[config.mk]
export PLATFORM = sky130hd
export DESIGN_NAME = fir_mac_sequencer
export DESIGN_NICKNAME = d
export VERILOG_FILES = /design/src/rtl/fir_mac_sequencer.sv
export SDC_FILE = /design/constraint.sdc
export NUM_CORES = 1
export LEC_CHECK = 0
export BUFFER_PORTS_ARGS = -buffer_cell sky130_fd_sc_hd__buf_2
export CAP_MARGIN = 20
export CORE_AREA = 10 10 47 49
export DETAILED_ROUTE_END_ITERATION = 6
export DIE_AREA = 0 0 57 59
export PLACE_DENSITY = 0.63
export REMOVE_ABC_BUFFERS = 1
export SYNTH_ARGS = -nofsm -noshare
export SYNTH_HDL_FRONTEND = slang
export SYNTH_SLANG_ARGS = --single-unit
[constraint.sdc]
create_clock -name clk -period 1.5 [get_ports clk]
set_input_delay 0.15 -clock clk [delete_from_list [all_inputs] [get_ports clk]]
set_output_delay 0.15 -clock clk [all_outputs]
set_load 0.02 [all_outputs]
[src/rtl/fir_mac_sequencer.sv]
// fir_mac_sequencer: control sequencer for a time-shared single-multiplier FIR.
// One sample is taken per in_valid/in_ready handshake. The sequence is
// SHIFT (push into delay line, clear accumulator), then MAC (one tap per
// cycle), then DRAIN (flush the multiplier pipeline), then LATCH (load the
// output register), then HOLD (present the result until out_ready).
// All outputs are decoded from registered state. The one exception is
// acc_en, which is mac_issue delayed by the multiplier latency.
// Every output is forced low while rst is asserted.

module fir_mac_sequencer #(
   parameter int TAPS     = 16,
   parameter int MULT_LAT = 1,
   parameter int ADDR_W   = $clog2(TAPS)
) (
   input  logic              clk,
   input  logic              rst,
   input  logic              in_valid,
   output logic              in_ready,
   output logic              shift_en,
   output logic              acc_clr,
   output logic [ADDR_W-1:0] tap_addr,
   output logic              mac_issue,
   output logic              acc_en,
   output logic              out_latch,
   output logic              out_valid,
   input  logic              out_ready,
   output logic              busy
);

   // The drain counter needs at least one bit, even when there is no drain phase.
   localparam int DRN_W    = (MULT_LAT > 1) ? $clog2(MULT_LAT) : 1;
   localparam int DRN_INIT = (MULT_LAT > 0) ? (MULT_LAT - 1) : 0;

   typedef enum logic [2:0] {
      S_IDLE  = 3'd0,
      S_SHIFT = 3'd1,
      S_MAC   = 3'd2,
      S_DRAIN = 3'd3,
      S_LATCH = 3'd4,
      S_HOLD  = 3'd5
   } state_t;

   state_t             r_state;
   state_t             w_next;
   logic [ADDR_W-1:0]  r_tap_cnt;
   logic [DRN_W-1:0]   r_drain_cnt;
   logic               w_tap_last;
   logic               w_mac_dec;
   logic               w_acc_src;

   assign w_tap_last = (r_tap_cnt == ADDR_W'(TAPS - 1));
   assign w_mac_dec  = (r_state == S_MAC);

   // State register: synchronous reset returns to IDLE, which aborts any sample in flight.
   always_ff @(posedge clk) begin
      if (rst) begin
         r_state <= S_IDLE;
      end else begin
         r_state <= w_next;
      end
   end

   // Next-state logic. in_valid is only looked at in IDLE, and out_ready only in HOLD.
   always_comb begin
      w_next = r_state;
      case (r_state)
         S_IDLE: begin
            if (in_valid) begin
               w_next = S_SHIFT;
            end else begin
               w_next = S_IDLE;
            end
         end
         S_SHIFT: w_next = S_MAC;
         S_MAC: begin
            if (w_tap_last) begin
               w_next = (MULT_LAT > 0) ? S_DRAIN : S_LATCH;
            end else begin
               w_next = S_MAC;
            end
         end
         S_DRAIN: begin
            if (r_drain_cnt == DRN_W'(0)) begin
               w_next = S_LATCH;
            end else begin
               w_next = S_DRAIN;
            end
         end
         S_LATCH: w_next = S_HOLD;
         S_HOLD: begin
            if (out_ready) begin
               w_next = S_IDLE;
            end else begin
               w_next = S_HOLD;
            end
         end
         default: w_next = S_IDLE;
      endcase
   end

   // Tap and drain counters. Both are loaded or cleared before they could pass their range, so they never wrap.
   always_ff @(posedge clk) begin
      if (rst) begin
         r_tap_cnt   <= '0;
         r_drain_cnt <= '0;
      end else begin
         case (r_state)
            S_SHIFT: r_tap_cnt <= '0;
            S_MAC: begin
               if (w_tap_last) begin
                  r_tap_cnt   <= '0;
                  r_drain_cnt <= DRN_W'(DRN_INIT);
               end else begin
                  r_tap_cnt <= r_tap_cnt + ADDR_W'(1);
               end
            end
            S_DRAIN: begin
               if (r_drain_cnt != DRN_W'(0)) begin
                  r_drain_cnt <= r_drain_cnt - DRN_W'(1);
               end
            end
            default: begin
               r_tap_cnt   <= r_tap_cnt;
               r_drain_cnt <= r_drain_cnt;
            end
         endcase
      end
   end

   // acc_en source: mac_issue delayed by MULT_LAT, or a direct pass-through when the multiplier is combinational.
   generate
      if (MULT_LAT == 0) begin : g_nopipe
         assign w_acc_src = w_mac_dec;
      end else begin : g_pipe
         logic [MULT_LAT-1:0] r_issue_pipe;
         // Issue delay line, shifted once per cycle and cleared on reset.
         always_ff @(posedge clk) begin
            if (rst) begin
               r_issue_pipe <= '0;
            end else begin
               r_issue_pipe <= (r_issue_pipe << 1) | MULT_LAT'(w_mac_dec);
            end
         end
         assign w_acc_src = r_issue_pipe[MULT_LAT-1];
      end
   endgenerate

   // Moore output decode. Every output is held at 0 while rst is high.
   always_comb begin
      in_ready  = 1'b0;
      shift_en  = 1'b0;
      acc_clr   = 1'b0;
      tap_addr  = '0;
      mac_issue = 1'b0;
      acc_en    = 1'b0;
      out_latch = 1'b0;
      out_valid = 1'b0;
      busy      = 1'b0;
      if (!rst) begin
         acc_en = w_acc_src;
         busy   = (r_state != S_IDLE);
         case (r_state)
            S_IDLE:  in_ready = 1'b1;
            S_SHIFT: begin
               shift_en = 1'b1;
               acc_clr  = 1'b1;
            end
            S_MAC: begin
               mac_issue = 1'b1;
               tap_addr  = r_tap_cnt;
            end
            S_LATCH: out_latch = 1'b1;
            S_HOLD:  out_valid = 1'b1;
            default: begin
               in_ready = 1'b0;
            end
         endcase
      end else begin
         busy = 1'b0;
      end
   end

endmodule

### Yosys cells after proc, flatten, opt, wreduce, memory -nomap -nowiden

Cells that the tools add are included.

* bits in registers: 9
* output and inout bits: 12

* add/sub/neg operators: 2
* reduce and logical (&&, ||, !) cells: 5
* muxes and demuxes: 24
* eq/ne operators: 7

Operators by type and width (number)
* 3-bit one-hot mux with 6 select lines: 1
* 1-bit 2-to-1 mux: 16
* 4-bit 2-to-1 mux: 3
* 4-bit one-hot mux with 2 select lines: 1
* 3-bit by 2-bit equality test with 1-bit output, second input constant: 2
* 3-bit equality test, second input constant: 2
* 3-bit 2-to-1 mux: 2
* 4-bit by 1-bit adder with 4-bit output, second input constant: 1
* 4-bit equality test, second input constant: 1
* 2-bit nonzero test: 2
* 3-bit by 1-bit equality test with 1-bit output, second input constant: 1
* 3-bit zero test: 1
* 3-bit nonzero test: 1
* 2-bit != test, second input constant: 1
* 1-bit one-hot mux with 2 select lines: 1
* 2-bit AND reduction: 1
* 1-bit subtractor, second input constant: 1

### Depth between registers and ports, before layout

Gate-level depths: netlist of run 1.

* depth after elaboration: 3
* gate-level depth with buffers: 5
* mapped depth without buffers: 5

### Worst setup path after synthesis of run 1

No wires, ideal clock.

* path type: flip-flop to output port
* from: register r_state[0]
* to: output port shift_en
* buffers on the path: 3
* cell stages (with the launch flop): 6
* slack: -98 ps
* arrival: 1448 ps
* cell sequence: dfxtp_1 > buf_6 > buf_2 > nand2b_1 > nor3_1 > buf_4

* longest elaborated chain between the ends: 3

Ends and longest elaborated chain
* start, declared: RTL line 43 `state_t r_state;`
* start signal, assigned: RTL line 59 `r_state <= w_next;`
* 3-bit by 1-bit equality test with 1-bit output
* 1-bit 2-to-1 mux (2 in series)
* end, declared: RTL line 19 `output logic shift_en,`

Every way passes these cells.

### Final worst setup path of run 1

* from: register r_state[0]
* to: output port tap_addr[3]

* longest elaborated chain between the ends: 3

Ends and longest elaborated chain
* 3-bit by 2-bit equality test with 1-bit output: RTL line 162 `case (r_state)`
* 4-bit 2-to-1 mux: RTL line 162
* 4-bit 2-to-1 mux: RTL line 159 `if (!rst) begin`
* end, declared: RTL line 21 `output logic [ADDR_W-1:0] tap_addr,`

Every way passes these cells.

==> metrics, run 1 <==
Reg power frac=roughly 45%; final setup fails=0; sequential share of the synthesized area=between 30% and 40%; total number of vias=roughly 530; sw frac=31.2%; drt total wl=1280 um; GPL Wtd Cong=~0.76; post-route cell area=around 670 um^2; Mean Syn Cell Area=about 8 um^2; endpoints failing hold=0; filler cell count=between 150 and 200; number of CTS-inserted buffers=3; Clk Latency, worst-skew pair=260 ps; vias in the first global route=530; Worst-path clk slew=60 ps; Logic pwr share=between 20% and 30%; All-Layer GR Usage=8.41%; skew final=between 7 and 8 ps; ratio of cells with drive above 1 in the final layout=approximately a third; Total Power=~0.00055 W; die height=between 50 and 60 um; Die Width=around 57 um; CTS H-tree depth=1; die area=3360 um^2; number of synthesized register bits=8; dpl hpwl=around 930 um; antenna cells=0; most frequent cells in the layout=10 x buf_2, 8 x buf_4, 6 x nor2_1, 6 x dfxtp_1, 5 x a21oi_1; Int Power=0.000375 W; hold slack=around 190 ps; worst hold stages=3; worst hold path class=in2reg; Hold Path Sink=r_state[0]; worst r2r src=r_state[0]; CTS tree=done; drc violations=0; Placed Area=589 um^2; Pwr Density=just over 800 nW/um^2; global-route wire length before repair=~2300 um; max-slew violation count=0; I/O pins=16; final net count=89; Pre-antenna DRT Iters=4; reg2reg setup slack=~170 ps; input/output buffers=15; Worst Setup Start Kind=flop; setup TNS=0 ps; Std-Cell Rows=14; deepest clock path buffer count=2; largest net degree at the start of global routing=15; Initial Util=36.7%; initial antenna violation count=0; Layout area overhead=29.4%; antenna viol nets, final=0; Congestion Overflow GR=0; clk root buf=clkbuf_4; Rel. slew slack=~78%; Worst Max-Slew Pin Slew=333 ps; Pleak=slightly below 0.3 nW; Max Clock Freq=682 MHz; post-synthesis async set-or-reset flop share=0%; R2R depth=6; Post-synth top flop=dfxtp_1; DR vias/cell=5.36; Worst EP required=1350 ps; Initial DRC Count=10; Worst Setup Path Type=reg2out; yosys warns=0; Worst Path Arrival=approximately 1300 ps; RSZ-0062 raised after global routing=yes; Switch Pwr=between 0.00015 and 0.0002 W; Critical Path End Type=output port; Synth Instances=65; minimum clock period=~1500 ps; Core Region=roughly 1400 um^2; Reg-to-Reg End=r_tap_cnt[3]; clock power share=30.6%; routed length per instance=13.0 um; Sink Count=8; Crit Path Max Fanout=6; commonest non-fill, non-tap cell in the layout=buf_2; Cell variety after synth=30; final worst-path cycle share=slightly below 100%; max capacitance violation total=0; min-delay src=out_ready; Post-synth EDFFs=0; status=finished clean; peak supply drop=around 0.48 mV; Netlist Area Pre-Place=just over 500 um^2
[power groups by stage]
stage | Clock, W | Combinational (W) | Sequential [W]
floorplan | 0 | 0.0000743 | 0.000255
global placement | 0 | 0.000125 | 0.000251
detailed placement | 0 | 0.000126 | 0.000252
CTS | 0.000174 | 0.000135 | 0.000244
global route | 0.000194 | 0.000149 | 0.000247
finish | 0.000167 | 0.000134 | 0.000245
[metrics by stage]
| stage | cells | setup slack, ps | util [%] |
|---|---|---|---|
| global placement | 92 | 186 | 42.1 |
| finish | 98 | 34.2 | 47.5 |
| floorplan | 58 | -220 | - |
| CTS | 97 | 4.35 | 45.7 |
| global route | 98 | -27.7 | 47.5 |
| detailed placement | 92 | 170 | 42.1 |
[worst max-delay path by stage]
stage               depth (start not counted)  slack [ps]           to  startpoint
finish                                      3          30  tap_addr[3]  r_state[0]
global route                                3         -30  tap_addr[1]  r_state[0]
CTS                                         3           4  tap_addr[1]  r_state[0]
detailed placement                          3         170  tap_addr[3]  r_state[0]
global placement                            3         190  tap_addr[3]  r_state[0]
floorplan                                   2        -220      acc_clr  r_state[0]
[synthesized netlist by cell type, drive strengths merged, types with 2 or more instances]
| cell | n | area [um^2] |
|---|---|---|
| a21oi | 5 | 25.0 |
| dfxtp | 8 | 160 |
| and2 | 4 | 27.5 |
| o21ai | 4 | 20.0 |
| a31oi | 3 | 18.8 |
| nor4 | 2 | 12.5 |
| nor3 | 3 | 15.0 |
| nor2b | 2 | 12.5 |
| a22oi | 2 | 15.0 |
| nand3 | 2 | 10.0 |
| buf | 5 | 33.8 |
| nor2 | 6 | 22.5 |
| clkbuf | 2 | 8.75 |
| nand2b | 2 | 12.5 |
| nand2 | 3 | 11.3 |
| nor4b | 2 | 32.5 |
| inv | 2 | 7.51 |
[layer usage]
layer	share of wire, %	GRT usage [%]
met5	0	0
met4	2.9	6.04
met3	7.3	4.08
met2	40	11.9
met1	50	9.59
[repair_timing]
action                                  CTS  global route
endpoints found under the setup margin    8             5
pin swaps                                 3             3
endpoints found under the hold margin     0             0
resized for setup                         6             6
buffers inserted                          2             1
hold buffers                              0             0
[critical path, stage by stage (launching register included)]
cell     delay, ps
dfxtp_4        360
nor4b_4        370
and2_4         220
buf_6          110
[sequential cells by signal (all words and copies together), names as in the netlist]
signal	count
r_state	3
r_tap_cnt	4
g_pipe.r_issue_pipe	1
[cell type report]
cell class	count	area, um^2	area share [%]
multi-input cells	48	304	45.7
flip-flops and latches	8	168	25.2
repair buffers	21	144	21.6
clock buffers	3	22.5	3.38
well taps	16	20.0	3.01
inverters	2	7.51	1.13
[cells by family (layout without fill, tap and decap cells)]
family | count (synthesis) | in the layout | share of synthesized area [%]
and+or+nand+nor | 29 | 29 | 34.8
AOI/OAI and AO/OA | 17 | 17 | 20.2
buffers and inverters | 9 | 26 | 9.73
DFF | 8 | 8 | 31.1
adders and majority gates | 1 | 1 | 2.43
xor gates and xnor gates | 1 | 1 | 1.70
Note: power is estimated with default switching activity, not from simulation.
==> run 2, diff against run 1 <==
==> constraint.sdc (replaced) <==
create_clock -name clk -period 1.5 [get_ports clk]
set_input_delay 0.15 -clock clk [delete_from_list [all_inputs] [get_ports clk]]
set_output_delay 0.15 -clock clk [all_outputs]
set_load 0.005 [all_outputs]
==> metrics, run 2 (synthesized netlist as in run 1, its figures left out) <==
status=finished clean; Crit Path Max Fanout=7; Largest Register=r_tap_cnt; Worst Setup Path Type=reg2out; max-slew violation count=0; Worst Path Arrival=1290 ps; Initial Util=36.7%; final setup fails=0; Std-Cell Rows=14; Int Power=~0.00038 W; Worst Setup Start Kind=flop; Sink Count=8; Pleak=0.297 nW; commonest non-fill, non-tap cell in the layout=buf_2; I/O pins=16; Pwr Density=816 nW/um^2; deepest clock path buffer count=2; max FFs per register=4; M1 WL=587 um; largest net degree at the start of global routing=17; worst hold path class=in2reg; skew final=approximately 0.35 ps; minimum clock period=1440 ps; Die Width=about 57 um; dpl hpwl=just under 1000 um; die height=59 um; GPL Wtd Cong=about 0.85; peak supply drop=approximately 0.43 mV; routed length per instance=~13 um; DR vias/cell=between 5 and 6; Worst EP required=1350 ps; Core Util, Final=46.7%; Reg power frac=45.3%; hold slack=~200 ps; Critical Path End Type=output port; pre-CTS setup slack=~150 ps; sw frac=between 20 and 30%; number of CTS-inserted buffers=3; initial antenna violation count=0; CTS H-tree depth=1; Core Region=around 1400 um^2; vias in the first global route=469; All-Layer GR Usage=between 7 and 8%; Logic pwr share=a little under a quarter; Layout Cells excl Fill=99; Total Power=roughly 0.00053 W; CTS tree=done; max capacitance violation total=0; clock power share=between 30% and 40%; final worst-path cycle share=96.3%; clk root buf=clkbuf_4; ratio of cells with drive above 1 in the final layout=between 30% and 40%; Layout area overhead=27.3%; met3 wire len=roughly 130 um; die area=around 3400 um^2; antenna viol nets, final=0; Clk Latency, worst-skew pair=between 200 and 300 ps; DR top layer=met4; RSZ-0062 raised after global routing=yes; antenna cells=0; global-route wire length before repair=around 2000 um; Max Clock Freq=a little under 700 MHz; WL met2=roughly 550 um; Switch Pwr=approximately 0.00015 W; Congestion Overflow GR=0; Pre-antenna DRT Iters=4; most frequent cells in the layout=14 x buf_2, 7 x buf_4, 6 x nor2_1, 5 x a21oi_1, 5 x dfxtp_1; drc violations=0; top flop regs=r_tap_cnt: 4 flops, r_state: 3 flops, g_pipe.r_issue_pipe: 1 flops; Worst Max-Slew Pin Slew=around 300 ps; placed cell count=94; Rel. slew slack=roughly 80%; input/output buffers=15; endpoints failing hold=0; final net count=90; worst setup margin=roughly 55 ps; drt total wl=between 1000 and 1500 um; total number of vias=~520; Initial DRC Count=4; Worst-path clk slew=around 50 ps
-- run 2: final cells by class --
type                    instances  area [um^2]
flip-flops and latches          8          166
well taps                      16         20.0
inverters                       2         7.51
clock buffers                   3         22.5
multi-input cells              48          304
repair buffers                 22          134
fillers                       157          747
-- run 2: path summary, 6_finish.rpt --
| path | from | to | cells past startpoint | slack (ps) |
|---|---|---|---|---|
| worst max register to register | r_tap_cnt[0] | r_tap_cnt[0] | 5 | 310 |
| worst max-delay path | r_state[0] | tap_addr[3] | 3 | 60 |
| worst min register to register | r_tap_cnt[3] | r_tap_cnt[3] | 1 | 500 |
| worst min-delay path | out_ready | r_state[0] | 3 | 200 |
-- run 2: routing by layer --
| layer | track usage (%) | vias up |
|---|---|---|
| met5 | 0 | - |
| met4 | 4.03 | 0 |
| met3 | 5.58 | 4 |
| met2 | 11.0 | 21 |
| met1 | 7.64 | 229 |
| li1 | - | 269 |
-- run 2: power groups by stage --
stage | combinational, W | clock, W | sequential [W]
finish | 0.000127 | 0.000165 | 0.000242
global route | 0.000142 | 0.000186 | 0.000244
CTS | 0.000115 | 0.000172 | 0.000247
detailed placement | 0.000114 | 0 | 0.000250
global placement | 0.000115 | 0 | 0.000249
floorplan | 0.0000589 | 0 | 0.000255
-- run 2: per-stage QoR --
step                cell area, um^2  TNS (ps)
CTS                             629         0
floorplan                       472         0
detailed placement              604         0
finish                          654         0
global placement                604         0
global route                    654     -15.9
-- run 2: critical path: stages, from the launching register on --
cell     delay, ps
dfxtp_4        370
nor4b_4        360
and2_4         220
buf_6           90
-- run 2: timing repair --
action	CTS	global route
hold buffers	0	0
pin swaps	1	2
setup endpoints to repair	6	6
buffers inserted	0	2
gates resized for setup	2	3
==> run 3, diff against run 2 <==
--- a/config.mk
+++ b/config.mk
@@ -5,12 +5,13 @@
 export SDC_FILE = /design/constraint.sdc
 export NUM_CORES = 1
 export LEC_CHECK = 0
+export ABC_AREA = 1
 export BUFFER_PORTS_ARGS = -buffer_cell sky130_fd_sc_hd__buf_2
 export CAP_MARGIN = 20
 export CORE_AREA = 10 10 47 49
 export DETAILED_ROUTE_END_ITERATION = 6
 export DIE_AREA = 0 0 57 59
-export PLACE_DENSITY = 0.63
+export PLACE_DENSITY = 0.61
 export REMOVE_ABC_BUFFERS = 1
 export SYNTH_ARGS = -nofsm -noshare
 export SYNTH_HDL_FRONTEND = slang
==> metrics, run 3 <==
status=finished clean; Reg power frac=about half; global-route wire length before repair=around 2000 um; Initial DRC Count=14; largest net degree at the start of global routing=11; routed length per instance=10.8 um; Int Power=0.000348 W; Layout area overhead=26.5%; top cells by area, synth=dfxtp_1 33%, nor2_1 12%, inv_1 10%; Pre-antenna DRT Iters=4; max-slew violation count=0; Cell variety after synth=19; Core Util, Final=43.8%; yosys warns=0; Std-Cell Rows=14; total number of vias=507; Worst Path Arrival=between 1000 and 1500 ps; number of CTS-inserted buffers=3; die area=around 3400 um^2; peak supply drop=0.327 mV; sequential share of the synthesized area=between 30% and 40%; final setup fails=0; skew final=4.47 ps; Largest Register=r_tap_cnt; Post-synth top flop=dfxtp_1; Crit Path Max Fanout=4; Sink Count=8; worst hold path class=in2reg; ratio of cells with drive above 1 in the final layout=36.2%; final worst-path cycle share=around nine tenths; max capacitance violation total=0; sw frac=28.3%; All-Layer GR Usage=under 10%; Mean Syn Cell Area=6.47 um^2; highest-delay cell along the critical path=dfxtp_1; dpl hpwl=891 um; Worst Setup Start Kind=flop; Logic pwr share=17.9%; commonest cells in the netlist=15 x nor2_1, 13 x inv_1, 9 x nand2_1, 8 x dfxtp_1, 7 x nand3_1; initial antenna violation count=0; filler cell count=between 150 and 200; Worst-path clk slew=roughly 50 ps; endpoints failing hold=0; deepest clock path buffer count=2; Netlist Area Pre-Place=485 um^2; Pleak=0.326 nW; clock power share=33.2%; Die Width=57 um; clk root buf=clkbuf_4; Synth Instances=between 70 and 80; Pwr Density=790 nW/um^2; Max stage delay on crit path=360 ps; largest area contributor in the netlist=dfxtp_1; Clk Latency, worst-skew pair=approximately 250 ps; vias in the first global route=~500; Initial Util=about a third; CTS H-tree depth=1; worst path cell trace=inv_2 -> buf_4 -> nor4_1 -> buf_2; Post-synth EDFFs=0; max FFs per register=4; post-synthesis async set-or-reset flop share=0%; GPL Wtd Cong=a little over 0.8; setup TNS=0 ps; drt total wl=1180 um; most frequent cell after synthesis=nor2_1; most frequent cells in the layout=15 x nor2_1, 15 x buf_2, 13 x inv_1, 9 x nand2_1; antenna cells=0; Core Region=about 1400 um^2; Yosys top cell area share=around a third; I/O pins=16; DR vias/cell=between 4 and 5; Congestion Overflow GR=0; Rel. slew slack=between 80% and 90%; Max Clock Freq=roughly 730 MHz; Worst Setup Path Type=reg2out; input/output buffers=15; die height=59 um; number of synthesized register bits=8; RSZ-0062 raised after global routing=no; Switch Pwr=0.000137 W; Critical Path End Type=output port; drc violations=0; final net count=approximately 100; Worst EP required=around 1400 ps; Worst Max-Slew Pin Slew=~240 ps; top flop regs=r_tap_cnt: 4 flops, r_state: 3 flops, g_pipe.r_issue_pipe: 1 flops; antenna viol nets, final=0; minimum clock period=1360 ps; CTS tree=done
-- run 3: cell count changes after synthesis, moves of 4 or more --
cell	delta
nand2_1	+6
nand2_2	+5
inv_1	+11
o21ai_0	-4
nand3_1	+5
nor2_1	+9
-- run 3: cell type report --
class | count | area (um^2) | share of cell area, %
clock buffers | 3 | 22.5 | 3.67
inverters | 16 | 60.1 | 9.78
repair buffers | 18 | 97.6 | 15.9
well taps | 16 | 20.0 | 3.26
flip-flops and latches | 8 | 161 | 26.3
multi-input cells | 49 | 253 | 41.1
-- run 3: path summary, 6_finish.rpt --
kind                            slack [ps]  cells after the start            to         start
worst max-delay path                   140                      4     out_latch    r_state[2]
worst max register to register         370                      8  r_tap_cnt[2]    r_state[2]
worst min register to register         520                      2  r_tap_cnt[0]  r_tap_cnt[0]
worst min-delay path                   180                      2  r_tap_cnt[2]           rst
-- run 3: logic make-up (layout without fill, tap and decap cells) --
family	count (synthesis)	in the layout	share of synthesized area, %
buffers and inverters	18	37	14.9
flip-flops	8	8	33.0
AO/OA/AOI/OAI	6	6	7.73
AND/OR/NAND/NOR	42	42	41.8
adder cells (fa/ha/maj)	1	1	2.58
-- run 3: power groups by stage --
| stage | clock, W | combinational [W] | sequential, W |
|---|---|---|---|
| floorplan | 0 | 0.0000559 | 0.000238 |
| global placement | 0 | 0.0000840 | 0.000240 |
| detailed placement | 0 | 0.0000848 | 0.000240 |
| CTS | 0.000171 | 0.0000851 | 0.000236 |
| global route | 0.000181 | 0.000100 | 0.000239 |
| finish | 0.000161 | 0.0000868 | 0.000237 |
-- run 3: what timing repair did --
action	CTS	global route
setup buffers	0	3
gates resized for setup	0	1
hold buffers	0	0
setup endpoints to repair	0	5
-- run 3: routing by layer --
layer  up-vias  track usage (%)  share of wire, %
met3         4             5.15                11
li1        270                -                 -
met4         0             5.03               2.0
met1       216             7.70                44
met2        17             10.5                43
met5         -                0                 0
-- run 3: worst max-delay path, delay by kind of cell (launching register included) --
family,cells,cell delay (ps)
AND/OR/NAND/NOR,1,230
buffers and inverters,3,370
flip-flops,1,360
-- run 3: through the flow --
step / std cells / worst slack [ps] / hold WS (ps) / cell area [um^2] / power, W
3_3_place_gp: 104 / 357 / 444 / 568 / 0.000324
4_1_cts: 107 / 80.3 / 169 / 591 / 0.000492
5_1_grt: 110 / 12.4 / 202 / 614 / 0.000520
6_report: 110 / 135 / 179 / 614 / 0.000485
3_5_place_dp: 104 / 361 / 447 / 568 / 0.000325
2_1_floorplan: 73 / 448 / 212 / 473 / 0.000294
